===== config.mk =====
export PLATFORM = sky130hd
export DESIGN_NAME = matrix_scan_driver
export DESIGN_NICKNAME = d
export VERILOG_FILES = /design/src/rtl/matrix_pkg.sv /design/src/rtl/scan_dwell_timer.sv /design/src/rtl/matrix_scan_driver.sv
export SDC_FILE = /design/constraint.sdc
export NUM_CORES = 1
export LEC_CHECK = 0
export CORE_ASPECT_RATIO = 1.4
export CORE_MARGIN = 1
export CORE_UTILIZATION = 51
export DETAILED_ROUTE_END_ITERATION = 7
export HOLD_SLACK_MARGIN = 0.08
export PLACE_DENSITY = 0.83
export SLEW_MARGIN = 15
export SYNTH_ARGS = -nofsm -noshare
export SYNTH_HDL_FRONTEND = slang
export SYNTH_SLANG_ARGS = --single-unit

===== constraint.sdc =====
create_clock -name clk -period 2.1 [get_ports clk]
set_clock_uncertainty 0.15 [all_clocks]
set_input_delay 0.42 -clock clk [delete_from_list [all_inputs] [get_ports clk]]
set_output_delay 0.42 -clock clk [all_outputs]
set_load 0.01 [all_outputs]

===== src/rtl/matrix_pkg.sv =====
// Shared constants and scan-state encoding for the LED matrix scan driver.
package matrix_pkg;

    localparam int ROWS         = 8;
    localparam int BRIGHT_STEPS = 8;

    typedef enum logic [1:0] {
        BLANK = 2'd0,
        FETCH = 2'd1,
        SHOW  = 2'd2
    } scan_state_t;

endpackage


===== src/rtl/scan_dwell_timer.sv =====
// Dwell counter for one lit row: cleared by start, counts up and parks at DWELL_CYCLES-1.
module scan_dwell_timer #(
    parameter int DWELL_CYCLES = 1024,
    localparam int CW = $clog2(DWELL_CYCLES + 1)
) (
    input  logic          clk,
    input  logic          rst,
    input  logic          start,
    output logic          done,
    output logic [CW-1:0] count_value
);

    localparam logic [CW-1:0] LAST = CW'(DWELL_CYCLES - 1);

    always_ff @(posedge clk or posedge rst) begin
        if (rst) begin
            count_value <= '0;
        end else if (start) begin
            count_value <= '0;
        end else if (count_value != LAST) begin
            count_value <= count_value + 1'b1;
        end
    end

    assign done = (count_value == LAST);

endmodule


===== src/rtl/matrix_scan_driver.sv =====
// Row-scanning driver for an 8x8 LED matrix: BLANK -> FETCH -> SHOW per row.
// Optional duty-cycle dimming is enabled with `define MATRIX_SCAN_BRIGHTNESS_EN.
module matrix_scan_driver
    import matrix_pkg::*;
#(
    parameter int ROWS         = matrix_pkg::ROWS,
    parameter int DWELL_CYCLES = 1024
) (
    input  logic            clk,
    input  logic            rst,
`ifdef MATRIX_SCAN_BRIGHTNESS_EN
    input  logic [2:0]      brightness,
`endif
    input  logic [15:0]     row_data,
    output logic [2:0]      count,
    output logic [ROWS-1:0] row_sel,
    output logic [7:0]      col_out,
    output logic            frame_start
);

    localparam int CW = $clog2(DWELL_CYCLES + 1);

    scan_state_t   state;
    logic [7:0]    col_reg;
    logic          dwell_done;
    logic [CW-1:0] dwell_count;
    logic          fetch_live;
    logic          show_live;
    logic          unused_row_hi;

    assign unused_row_hi = ^row_data[15:8];

    scan_dwell_timer #(
        .DWELL_CYCLES (DWELL_CYCLES)
    ) u_dwell (
        .clk         (clk),
        .rst         (rst),
        .start       (state == FETCH),
        .done        (dwell_done),
        .count_value (dwell_count)
    );

`ifdef MATRIX_SCAN_BRIGHTNESS_EN
    logic [2:0]  bright_reg;
    logic [19:0] bright_thr;
    logic [CW:0] next_dwell;

    // col_out is registered, so gating looks at the dwell value of the upcoming cycle
    always_comb begin
        bright_thr = ((20'(bright_reg) + 20'd1) * 20'(DWELL_CYCLES)) / 20'(BRIGHT_STEPS);
        next_dwell = {1'b0, dwell_count} + 1'b1;
        fetch_live = (bright_thr != 20'd0);
        show_live  = (20'(next_dwell) < bright_thr);
    end
`else
    always_comb begin
        fetch_live = 1'b1;
        show_live  = 1'b1;
    end
`endif

    always_ff @(posedge clk or posedge rst) begin
        if (rst) begin
            state       <= BLANK;
            count       <= '0;
            row_sel     <= '0;
            col_out     <= '0;
            frame_start <= 1'b0;
            col_reg     <= '0;
`ifdef MATRIX_SCAN_BRIGHTNESS_EN
            bright_reg  <= '0;
`endif
        end else begin
            case (state)
                BLANK: begin
                    state       <= FETCH;
                    frame_start <= (count == 3'd0);
`ifdef MATRIX_SCAN_BRIGHTNESS_EN
                    bright_reg  <= brightness;
`endif
                end
                FETCH: begin
                    state       <= SHOW;
                    frame_start <= 1'b0;
                    col_reg     <= row_data[7:0];
                    row_sel     <= {{(ROWS-1){1'b0}}, 1'b1} << count;
                    col_out     <= fetch_live ? row_data[7:0] : '0;
                end
                SHOW: begin
                    if (dwell_done) begin
                        state   <= BLANK;
                        count   <= count + 3'd1;
                        row_sel <= '0;
                        col_out <= '0;
                    end else begin
                        col_out <= show_live ? col_reg : '0;
                    end
                end
                default: begin
                    state       <= BLANK;
                    row_sel     <= '0;
                    col_out     <= '0;
                    frame_start <= 1'b0;
                end
            endcase
        end
    end

endmodule

# After elaboration in Yosys (flattened, before gate mapping)
# Index checks and enable logic that the tools add are counted.
[op_classes]
addsub = 2
n_eq_ne = 5
n_mux = 9
n_reduce_logical = 5
shifts = 1
n_bitwise = 1
[ops]
columns = ["operator", "n"]
rows = [
  ["case mux 8 bit (3 select lines)", 2],
  ["2-to-1 mux 11 bit", 2],
  ["2-to-1 mux 8 bit", 2],
  ["adder 11 x 1 -> 11 bit (second input constant)", 1],
  ["== test 11 x 10 -> 1 bit (second input constant)", 1],
  ["!= test 11 x 10 -> 1 bit (second input constant)", 1],
  ["<< shifter 1 x 3 -> 8 bit (first input constant)", 1],
  ["case mux 2 bit (3 select lines)", 1],
  ["AND reduction 2 bit", 2],
  ["adder 3 x 1 -> 3 bit (second input constant)", 1],
  ["zero test 3 bit", 1],
  ["== test 2 x 1 -> 1 bit (second input constant)", 1],
  ["== test 2 bit (second input constant)", 1],
  ["zero test 2 bit", 1],
  ["2-to-1 mux 2 bit", 1],
  ["!= test 2 bit (second input constant)", 1],
  ["case mux 1 bit (2 select lines)", 1],
  ["nonzero test 2 bit", 1],
  ["NOT 1 bit", 1],
]
[totals]
elab_cells = 30
ff_bits = 41
input_bits = 18

# Longest topological paths before layout
[depth]
depth_word = 3
depth_mapped = 6
ltp_nobuf = 6

# Hierarchy
# A second synthesis with hierarchy kept.
[unflattened]
hier_cells = 185
hier_area_um2 = 2054.5
[modules_own_cells]
columns = ["mod", "cells_each", "area_per_inst_um2", "instances", "seq_area_each_um2"]
rows = [
  ["matrix_scan_driver", 124, 1425.1, 1, 750.7],
  ["scan_dwell_timer", 61, 629.4, 1, 275.3],
]

# Worst setup path after synthesis
# Ideal clock, no wire load.
[synth_path]
kind = "reg-to-reg"
startpoint = "reg state[0]"
endpoint = "reg row_sel[4]"
stages_incl_launch_ff = 7
setup_time_ns = 0.128
arrival_time_ns = 1.629
n_path_buf = 1
path_slack_ns = 0.194
cell_sequence = "dfrtp_1 > inv_1 > ha_1 > clkbuf_1 > nor2_1 > a31oi_4 > mux2_1"
[synth_via]
elab_chain_len = 3
[synth_lines]
columns = ["element", "line_no", "source"]
rows = [
  ["from (decl)", "matrix_scan_driver.sv:23", "scan_state_t state;"],
  ["from (signal assigned)", "matrix_scan_driver.sv:64", "state <= BLANK;"],
  ["from (signal assigned)", "matrix_scan_driver.sv:76", "state <= FETCH;"],
  ["from (signal assigned)", "matrix_scan_driver.sv:83", "state <= SHOW;"],
  ["== test 2 bit or zero test 2 bit (tied branches)", "matrix_scan_driver.sv:74", "case (state)"],
  ["!= test 2 bit (no source line) or NOT 1 bit (tied branches)", "-", ""],
  ["AND reduction 2 bit (no source line)", "-", ""],
  ["to (signal assigned)", "matrix_scan_driver.sv:86", "row_sel <= {{(ROWS-1){1'b0}}, 1'b1} << count;"],
  ["to (decl)", "matrix_scan_driver.sv:16", "output logic [ROWS-1:0] row_sel,"],
]
# Several ways; a longest one is shown, not always the timed one.
# A chain may end at the register's enable or synchronous reset.

# Worst setup path after layout
[layout_path]
startpoint = "reg count[0]"
endpoint = "out count[0]"
[layout_rtl]
columns = ["element", "line_no", "source"]
rows = [
  ["from (decl)", "matrix_scan_driver.sv:15", "output logic [2:0] count,"],
  ["from (signal assigned)", "matrix_scan_driver.sv:92", "count <= count + 3'd1;"],
]
# No word-level cell between the ends.

==> impl_results.rst <==
.. list-table::
   :header-rows: 1

   * - Metric
     - Value
   * - Hold-fix buffers at CTS
     - 0
   * - Worst R2R Path Depth
     - 5
   * - Number of vias in the routed layout
     - 1438
   * - Starting utilization of the core area
     - approximately 54%
   * - Site Rows
     - 26
   * - Die width
     - 55.4 um
   * - Path type of the worst min-delay path
     - input pin to asynchronous set/reset pin
   * - Number of max-cap violations
     - 0
   * - Buffers & Inverters on Critical Path
     - 1
   * - Area share of the largest cell type after synthesis
     - 50.4%
   * - Static power due to leakage
     - 1.25 nW
   * - Clock latency of the later-clocked register in the worst-skew pair
     - 300 ps
   * - Design Area, Final
     - 2560 sq um
   * - Worst-path fanout max
     - 5
   * - Largest Register
     - u_dwell.count_value
   * - Number of global-route vias before repair
     - 1512
   * - CTS H-tree lvls
     - 2
   * - # resized after CTS
     - 0
   * - Routability-driven placement congestion ratio
     - 0.750
   * - Largest stage delay on the critical path
     - 570 ps
   * - Worst slack after detailed placement
     - between 200 and 250 ps
   * - Number of enable flip-flop cells after synthesis
     - 0
   * - Routed WL per cell
     - 14.1 um
   * - Crit path capture type
     - output port
   * - Max Clk Rate
     - ~530 MHz
   * - Final worst hold slack
     - 328 ps
   * - Area Overhead vs Synth
     - 25.9%
   * - Gr ovfl total
     - 0
   * - Global-route usage over all layers
     - 19.6%
   * - Critical-path cell list
     - clkdlybuf4s50_1
   * - Kind of start point of the critical path
     - register
   * - Cell Pwr Density
     - 636 nW/um^2
   * - R2R Path Start
     - u_dwell.count_value[0]$_DFFE_PP0P_
   * - Slowest CP cell
     - sky130_fd_sc_hd__clkdlybuf4s50_1
   * - Post-synth top flop
     - sky130_fd_sc_hd__dfrtp_1
   * - Arrival time reported for the critical path endpoint
     - 1310 ps
   * - Post-synthesis net count
     - 207
   * - Setup repair bufs after CTS
     - 0
   * - Clock transition at the register clock pins on the worst setup and hold paths after CTS
     - 80 ps
   * - Antenna-violating nets left
     - 0
   * - Layout fillers
     - 276
   * - Placed Instance Area
     - 2430 sq um
   * - DRT iter0 DRCs
     - 20
   * - Die extent in y
     - ~77 um
   * - CP delay by family, top
     - buffers and inverters
   * - Final Hold Violating Endpoints
     - 0
   * - Pin count of the biggest net entering global routing
     - 42
   * - Yosys warning total
     - 0
   * - Path type of the worst setup path
     - register to output port
   * - Synth Register Bits
     - 41
   * - Root buffer cell
     - sky130_fd_sc_hd__clkbuf_8
   * - Router iterations before antenna repair
     - 4
   * - Headroom to the max-slew limit
     - roughly three quarters
   * - N_diodes
     - 0
   * - Utilization after layout
     - 68.5%
   * - Final max-slew violation count
     - 0
   * - Critical register-to-register path endpoint
     - row_sel[6]$_DFFE_PP0P_
   * - Flip-flop count of the largest register, all copies and words added
     - 11
   * - Proportion of layout cells with a drive suffix above 1
     - 15.1%
   * - Setup-violating endpoint count in the final report
     - 0
   * - Full die area
     - 4250 sq um
   * - Worst IR drop on VDD
     - approximately 0.44 mV
   * - CTS buffer count
     - 5
   * - Total Power
     - 1.63 mW
   * - Leading post-synthesis cells by instance count
     - 41 x sky130_fd_sc_hd__dfrtp_1, 18 x sky130_fd_sc_hd__inv_1, 14 x sky130_fd_sc_hd__nand2_1
   * - Library cell with the largest summed area after synthesis
     - sky130_fd_sc_hd__dfrtp_1
   * - Cell count after placement
     - 253
   * - Setup repair after global routing missed its margin
     - false
   * - Share of synthesized registers carrying an async set or reset
     - 100%
   * - Post-DR vias/cell
     - 5.51
   * - TritonCTS clock tree
     - built
   * - Number of I/O pins
     - 38
   * - Outcome
     - complete, no violations
   * - Ratio of final minimum period to clock period
     - 89.5%
   * - Syn Std Cell Area
     - just over 2000 sq um
   * - Transition at the pin with the smallest max-transition slack
     - around 380 ps
   * - Minimum setup slack among reg-to-reg paths
     - 230 ps
   * - Initial antenna violation count
     - 0
   * - Number of input and output port buffers inserted
     - 29
   * - Wire length of the first global-routing pass
     - 6540 um
   * - DRT Wirelength
     - 3690 um
   * - Setup WS post-layout
     - between 200 and 250 ps
   * - Non-filler cells, final
     - 261
   * - Fin crit period
     - 1880 ps
   * - Longest Clk Path Bufs
     - 2
   * - CP Data Required Time
     - 1530 ps
   * - Area inside the core boundary
     - 3740 sq um
   * - Post-route setup TNS
     - 0 ps
   * - Post-route DRC
     - 0
   * - Avg Synthesized Cell Area
     - 11.4 sq um
   * - Total number of nets in the final design
     - ~250
   * - Share of the yosys chip area belonging to registers
     - 50.4%
   * - Post-DP HPWL
     - 2590 um
   * - Number of instances in the synthesized netlist
     - 178
   * - Post-synth cell types
     - 36
   * - Most frequent cell after synthesis
     - sky130_fd_sc_hd__dfrtp_1
   * - Number of sinks on the clock net
     - 41
   * - Area contributors post-synth
     - sky130_fd_sc_hd__dfrtp_1 50%, sky130_fd_sc_hd__ha_1 6.8%, sky130_fd_sc_hd__a221o_1 3.9%
power by group:
part / internal, mW / switching, mW
Clock: 0.472 / 0.274
Combinational: 0.0423 / 0.0292
Sequential: 0.804 / 0.00818
Total: 1.32 / 0.311
cell type report:
| type | instances | area (sq um) | share of cell area, % |
|---|---|---|---|
| multi-input cells | 113 | 903 | 35.3 |
| inverters | 18 | 67.6 | 2.64 |
| well taps | 42 | 52.6 | 2.05 |
| repair buffers | 39 | 378 | 14.8 |
| clock inverters | 3 | 65.1 | 2.54 |
| flip-flops and latches | 41 | 1030 | 40.1 |
| clock buffers | 5 | 68.8 | 2.69 |
kinds of logic after synthesis:
logic type	share of synthesized area, %
DFF	50.4
buffers and inverters	5.17
AOI/OAI and AO/OA	10.9
and+or+nand+nor	14.3
muxes	10.3
xor gates and xnor gates	2.15
adders and majority gates	6.76
how the worst max path moves through the flow:
stage / slack, ps / depth (start not counted) / endpoint / startpoint
2_1_floorplan: 190 / 6 / row_sel[4]$_DFFE_PP0P_ / state[0]$_DFFE_PP0P_
3_3_place_gp: 280 / 5 / row_sel[6]$_DFFE_PP0P_ / u_dwell.count_value[0]$_DFFE_PP0P_
3_5_place_dp: 230 / 5 / row_sel[6]$_DFFE_PP0P_ / u_dwell.count_value[0]$_DFFE_PP0P_
4_1_cts: 200 / 1 / count[0] / count[0]$_DFFE_PP0P_
5_1_grt: 130 / 6 / col_out[2]$_DFFE_PP0N_ / state[0]$_DFFE_PP0P_
6_report: 220 / 1 / count[0] / count[0]$_DFFE_PP0P_
routing by layer:
metal | vias up | wire [um] | track usage [%]
met3 | 9 | 107 | 3.88
met2 | 27 | 1950 | 34.2
li1 | 696 | - | -
met1 | 706 | 1540 | 21.6
met4 | 0 | 103 | 11.8
met5 | - | 0 | 0
placed cells by master, fill, tap and decap left out, types with 2 or more instances in the layout:
cell type	instances
sky130_fd_sc_hd__a211oi_1	2
sky130_fd_sc_hd__a221o_1	8
sky130_fd_sc_hd__a31oi_1	3
sky130_fd_sc_hd__and3_1	9
sky130_fd_sc_hd__buf_4	9
sky130_fd_sc_hd__bufinv_16	2
sky130_fd_sc_hd__clkbuf_8	5
sky130_fd_sc_hd__clkdlybuf4s50_1	29
sky130_fd_sc_hd__dfrtp_1	41
sky130_fd_sc_hd__ha_1	11
sky130_fd_sc_hd__inv_1	18
sky130_fd_sc_hd__mux2_1	4
sky130_fd_sc_hd__mux2_2	7
sky130_fd_sc_hd__mux2i_1	7
sky130_fd_sc_hd__nand2_1	14
sky130_fd_sc_hd__nand3_1	4
sky130_fd_sc_hd__nand4_1	2
sky130_fd_sc_hd__nor2_1	12
sky130_fd_sc_hd__nor2b_1	2
sky130_fd_sc_hd__o21ai_0	4
sky130_fd_sc_hd__o21bai_1	3
sky130_fd_sc_hd__xnor2_1	5
Note: power is estimated with default switching activity, not from simulation.
==> RTL change 1 (same flow settings) <==
The 3 states of `scan_state_t` get a one-hot encoding in 3 bits.
--- a/src/rtl/matrix_pkg.sv
+++ b/src/rtl/matrix_pkg.sv
@@ -4,10 +4,10 @@
     localparam int ROWS         = 8;
     localparam int BRIGHT_STEPS = 8;
 
-    typedef enum logic [1:0] {
-        BLANK = 2'd0,
-        FETCH = 2'd1,
-        SHOW  = 2'd2
+    typedef enum logic [2:0] {
+        BLANK = 3'b001,
+        FETCH = 3'b010,
+        SHOW  = 3'b100
     } scan_state_t;
 
 endpackage
Formal check against the unedited RTL: no difference found for any inputs over 10 cycles, from zero or initial values and one cycle with rst high; not proved beyond that.
==> RTL change 1 against the original RTL <==
  * Critical path depth increased by 5
  * Design area is 6.8% lower
  * Sequential cell count up 1
  * Synthesized cell count shrank 13%
  * Register-to-register slack got worse by 0.15 ns
  * Setup slack worse by 0.14 ns
  * Via count fell by 2.2%
  * Routed wire length rose by 8.3%
  * Synthesized area shrank 7.6%
  * First-iteration DRC count is 130% higher
  * Total power is 5.6% lower
  * Largest cell class unchanged
  * Highest routed layer unchanged
==> RTL change 1: results <==
set metrics [dict create \
    timing.rr.end "u_dwell.count_value[3]$_DFFE_PP0P_" \
    num_vias 1406 \
    max_slew_margin 0.552 \
    drive_above_1_share 0.155 \
    gr-usage-met2 0.407 \
    critPathLaunch "u_dwell.count_value[0]$_DFFE_PP0P_" \
    cpMaxStageDelayCell "or3_2" \
    place_ws_ns 0.0448 \
    intPower_uw 1220 \
    met3WireLength_um 164 \
    met3_usage 0.0621 \
    status "complete, no violations" \
    place_inst 224 \
    multi_input_area_um2 808 \
    ys_types 42 \
    wl_met2_um 2190 \
    instances_no_fill 233 \
    synthTopCellsByCount "41 x dfrtp_1, 8 x a21o_1, 8 x a221o_1, 8 x and2_1, 8 x nor2_1" \
    met1_usage 0.276 \
    dp_hpwl_um 2760 \
    holdWs_ns 0.327 \
    setup_slack_ns 0.0802 \
    grt_pass1_vias 1416 \
    drt_iter0_markers 46 \
    dieArea_mm2 0.00394 \
]
RTL change 1: cell types whose count changed after synthesis, moves of 4 or more:
cell     before  now
mux2i_1       7    1
nand2_1      14    7
and3_1        9    1
inv_1        18    5
a21o_1        0    8
a22o_1        0    5
and2_1        1    8
mux2_2        7    1
mux2_1        4    0
nor2_1       12    8
ha_1         11    7
RTL change 1: cell families after synthesis:
kind of cell               count (synthesis)  synth area share
and+or+nand+nor                           50             0.181
DFF                                       42             0.560
AOI/OAI and AO/OA                         41             0.168
buffers and inverters                      9            0.0193
adders and majority gates                  7            0.0466
xor gates and xnor gates                   3            0.0140
muxes                                      2            0.0113
RTL change 1: power groups by stage:
stage	clock (µW)	combinational (µW)	sequential, µW
floorplan	0	25.4	851
global placement	0	70.0	848
detailed placement	0	72.9	849
CTS	643	73.5	833
global route	675	78.5	835
finish	634	71.3	834
==> RTL change 2 (config.mk and constraints unchanged) <==
Without the edit above. `DWELL_CYCLES` is set to 1024 in 2 places; all go to 2048.
--- a/src/rtl/scan_dwell_timer.sv
+++ b/src/rtl/scan_dwell_timer.sv
@@ -1,6 +1,6 @@
 // Dwell counter for one lit row: cleared by start, counts up and parks at DWELL_CYCLES-1.
 module scan_dwell_timer #(
-    parameter int DWELL_CYCLES = 1024,
+    parameter int DWELL_CYCLES = 2048,
     localparam int CW = $clog2(DWELL_CYCLES + 1)
 ) (
     input  logic          clk,
--- a/src/rtl/matrix_scan_driver.sv
+++ b/src/rtl/matrix_scan_driver.sv
@@ -4,7 +4,7 @@
     import matrix_pkg::*;
 #(
     parameter int ROWS         = matrix_pkg::ROWS,
-    parameter int DWELL_CYCLES = 1024
+    parameter int DWELL_CYCLES = 2048
 ) (
     input  logic            clk,
     input  logic            rst,
Check against the original RTL: no difference found for any inputs over 10 cycles, from zero or initial values and one cycle with rst high; that may be too few to reach the edited logic, so the function may still have changed.
==> RTL change 2 against the original RTL <==
  * Utilization down 2.7 points
  * Count of clock-buffer cells in the layout up 1
  * Design area down 4.8%
  * Combinational power down 3.2%
  * Total power down 14%
  * Routed wire length up 5.3%
  * Synthesized cell count down 4.5%
  * Non-clock buffer count down 4
  * Die area down 1.4%
  * Sequential cell count up 1
  * Synthesized area down 1.4%
  * Setup slack worse by 0.089 ns
  * Largest cell class unchanged
==> RTL change 2: results <==
set metrics [dict create \
    status "complete, no violations" \
    critPathMaxFanout 8 \
    drive_above_1_share 0.124 \
    drt_iter0_markers 35 \
    dp_hpwl_um 2810 \
    clk_latency_ns 0.29 \
    yosys_warnings 0 \
    rrSetupSlack_ns 0.13 \
    place_inst 238 \
    grt_pass1_vias 1464 \
    cts_root_buf "clkbuf_8" \
    place_ws_ns 0.122 \
    arrival_ns 2.00 \
    nFillCells 311 \
    syn-num-nets 200 \
    grt_pass1_wl_um 6470 \
    nNetsFinal 233 \
    slowest_delay_ns 0.40 \
    grt_use_total 0.213 \
    num_vias 1445 \
    ys_types 35 \
    finalWeightedCongestion 0.785 \
    cpMaxStageDelayCell "dfrtp_1" \
    cts_buffer_depth 2 \
    via_per_inst 5.92 \
    antenna_found_initial 0 \
    largest_register_ff_count 12 \
    ir_worst_vdd_mv 0.582 \
    wl_um 3890 \
    holdWs_ns 0.340 \
    ys_seq_area_frac 0.524 \
    worstMarginPinSlew_ns 0.520 \
    p_leak_uw 0.00111 \
    grt_max_degree 43 \
    hold_path.class "flop to flop" \
    synthTopCellsByArea "dfrtp_1 52%, ha_1 7.5%, mux2_2 5.1%, a221o_1 4.0%, a32o_1 4.0%" \
    syn_avg_cell_area_um2 11.8 \
    critPathLaunch "u_dwell.count_value[0]$_DFFE_PP0P_" \
    io_buffers 29 \
    critPathTopFamily "compound AO/OA/AOI/OAI gates" \
    synthTopCellsByCount "42 x dfrtp_1, 12 x ha_1, 9 x mux2_2" \
    cts_buffers 5 \
    fin_crit_sh 0.938 \
]
RTL change 2: changes by cell type in the layout (fill, tap and decap cells not counted), sizes merged, moves of 5 or more:
cell,unedited run,this run
nor2b,2,7
mux2i,7,2
nand2,14,8
inv,18,7
a32o,0,8
RTL change 2: per-stage QoR:
stage	area, µm²	power [µW]
6_report	2440	1400
5_1_grt	2440	1470
4_1_cts	2440	1420
3_5_place_dp	2350	919
3_3_place_gp	2350	916
2_1_floorplan	2010	876
RTL change 2: routing by layer:
| layer | routed length, µm | track usage | vias up | share of wire |
|---|---|---|---|---|
| met4 | 42 | 0.0625 | 0 | 0.011 |
| met3 | 116 | 0.0739 | 6 | 0.030 |
| met2 | 2140 | 0.355 | 25 | 0.55 |
| met1 | 1590 | 0.246 | 724 | 0.41 |
| met5 | 0 | 0 | - | 0 |
| li1 | - | - | 690 | - |
RTL change 2: path summary, 6_finish.rpt:
check                           cells after the start                     end
worst min register to register                      1  row_sel[5]$_DFFE_PP0P_
min in group asynchronous                           3  col_out[3]$_DFFE_PP0P_
worst min-delay path                                1  row_sel[5]$_DFFE_PP0P_
worst max register to register                      5  col_out[6]$_DFFE_PP0P_
max in group asynchronous                           3    count[2]$_DFFE_PP0P_
worst max-delay path                                5  col_out[6]$_DFFE_PP0P_
RTL change 2: cells by family (layout without fill, tap and decap cells):
| group | Yosys count | in the layout | share of synthesized area |
|---|---|---|---|
| AOI/OAI and AO/OA | 36 | 36 | 0.150 |
| buffers and inverters | 16 | 48 | 0.0331 |
| and+or+nand+nor | 49 | 49 | 0.140 |
| DFF | 42 | 42 | 0.524 |
| muxes | 11 | 11 | 0.0605 |
| xor gates and xnor gates | 4 | 4 | 0.0175 |
| adders and majority gates | 12 | 12 | 0.0749 |
RTL change 2: area by class of cell:
cell class | count | area [µm²] | area share
Sequential cell | 42 | 1050 | 0.431
Multi-Input combinational cell | 112 | 891 | 0.365
Timing Repair Buffer | 35 | 335 | 0.138
Clock buffer | 6 | 82.6 | 0.0339
Tap cell | 42 | 52.6 | 0.0215
Inverter | 7 | 26.3 | 0.0108
RTL change 2: report_power, final:
group / switching (µW) / internal [µW]
Sequential: 8.62 / 824
Clock: 250 / 253
Combinational: 29.2 / 40.1
RTL change 2: worst reg2reg max path, delay by kind of cell (launching register included):
kind                     cells  cell delay, ns
flip-flops                   1            0.40
adder cells (fa/ha/maj)      1            0.23
AND/OR/NAND/NOR              2            0.36
AO/OA/AOI/OAI                2            0.73
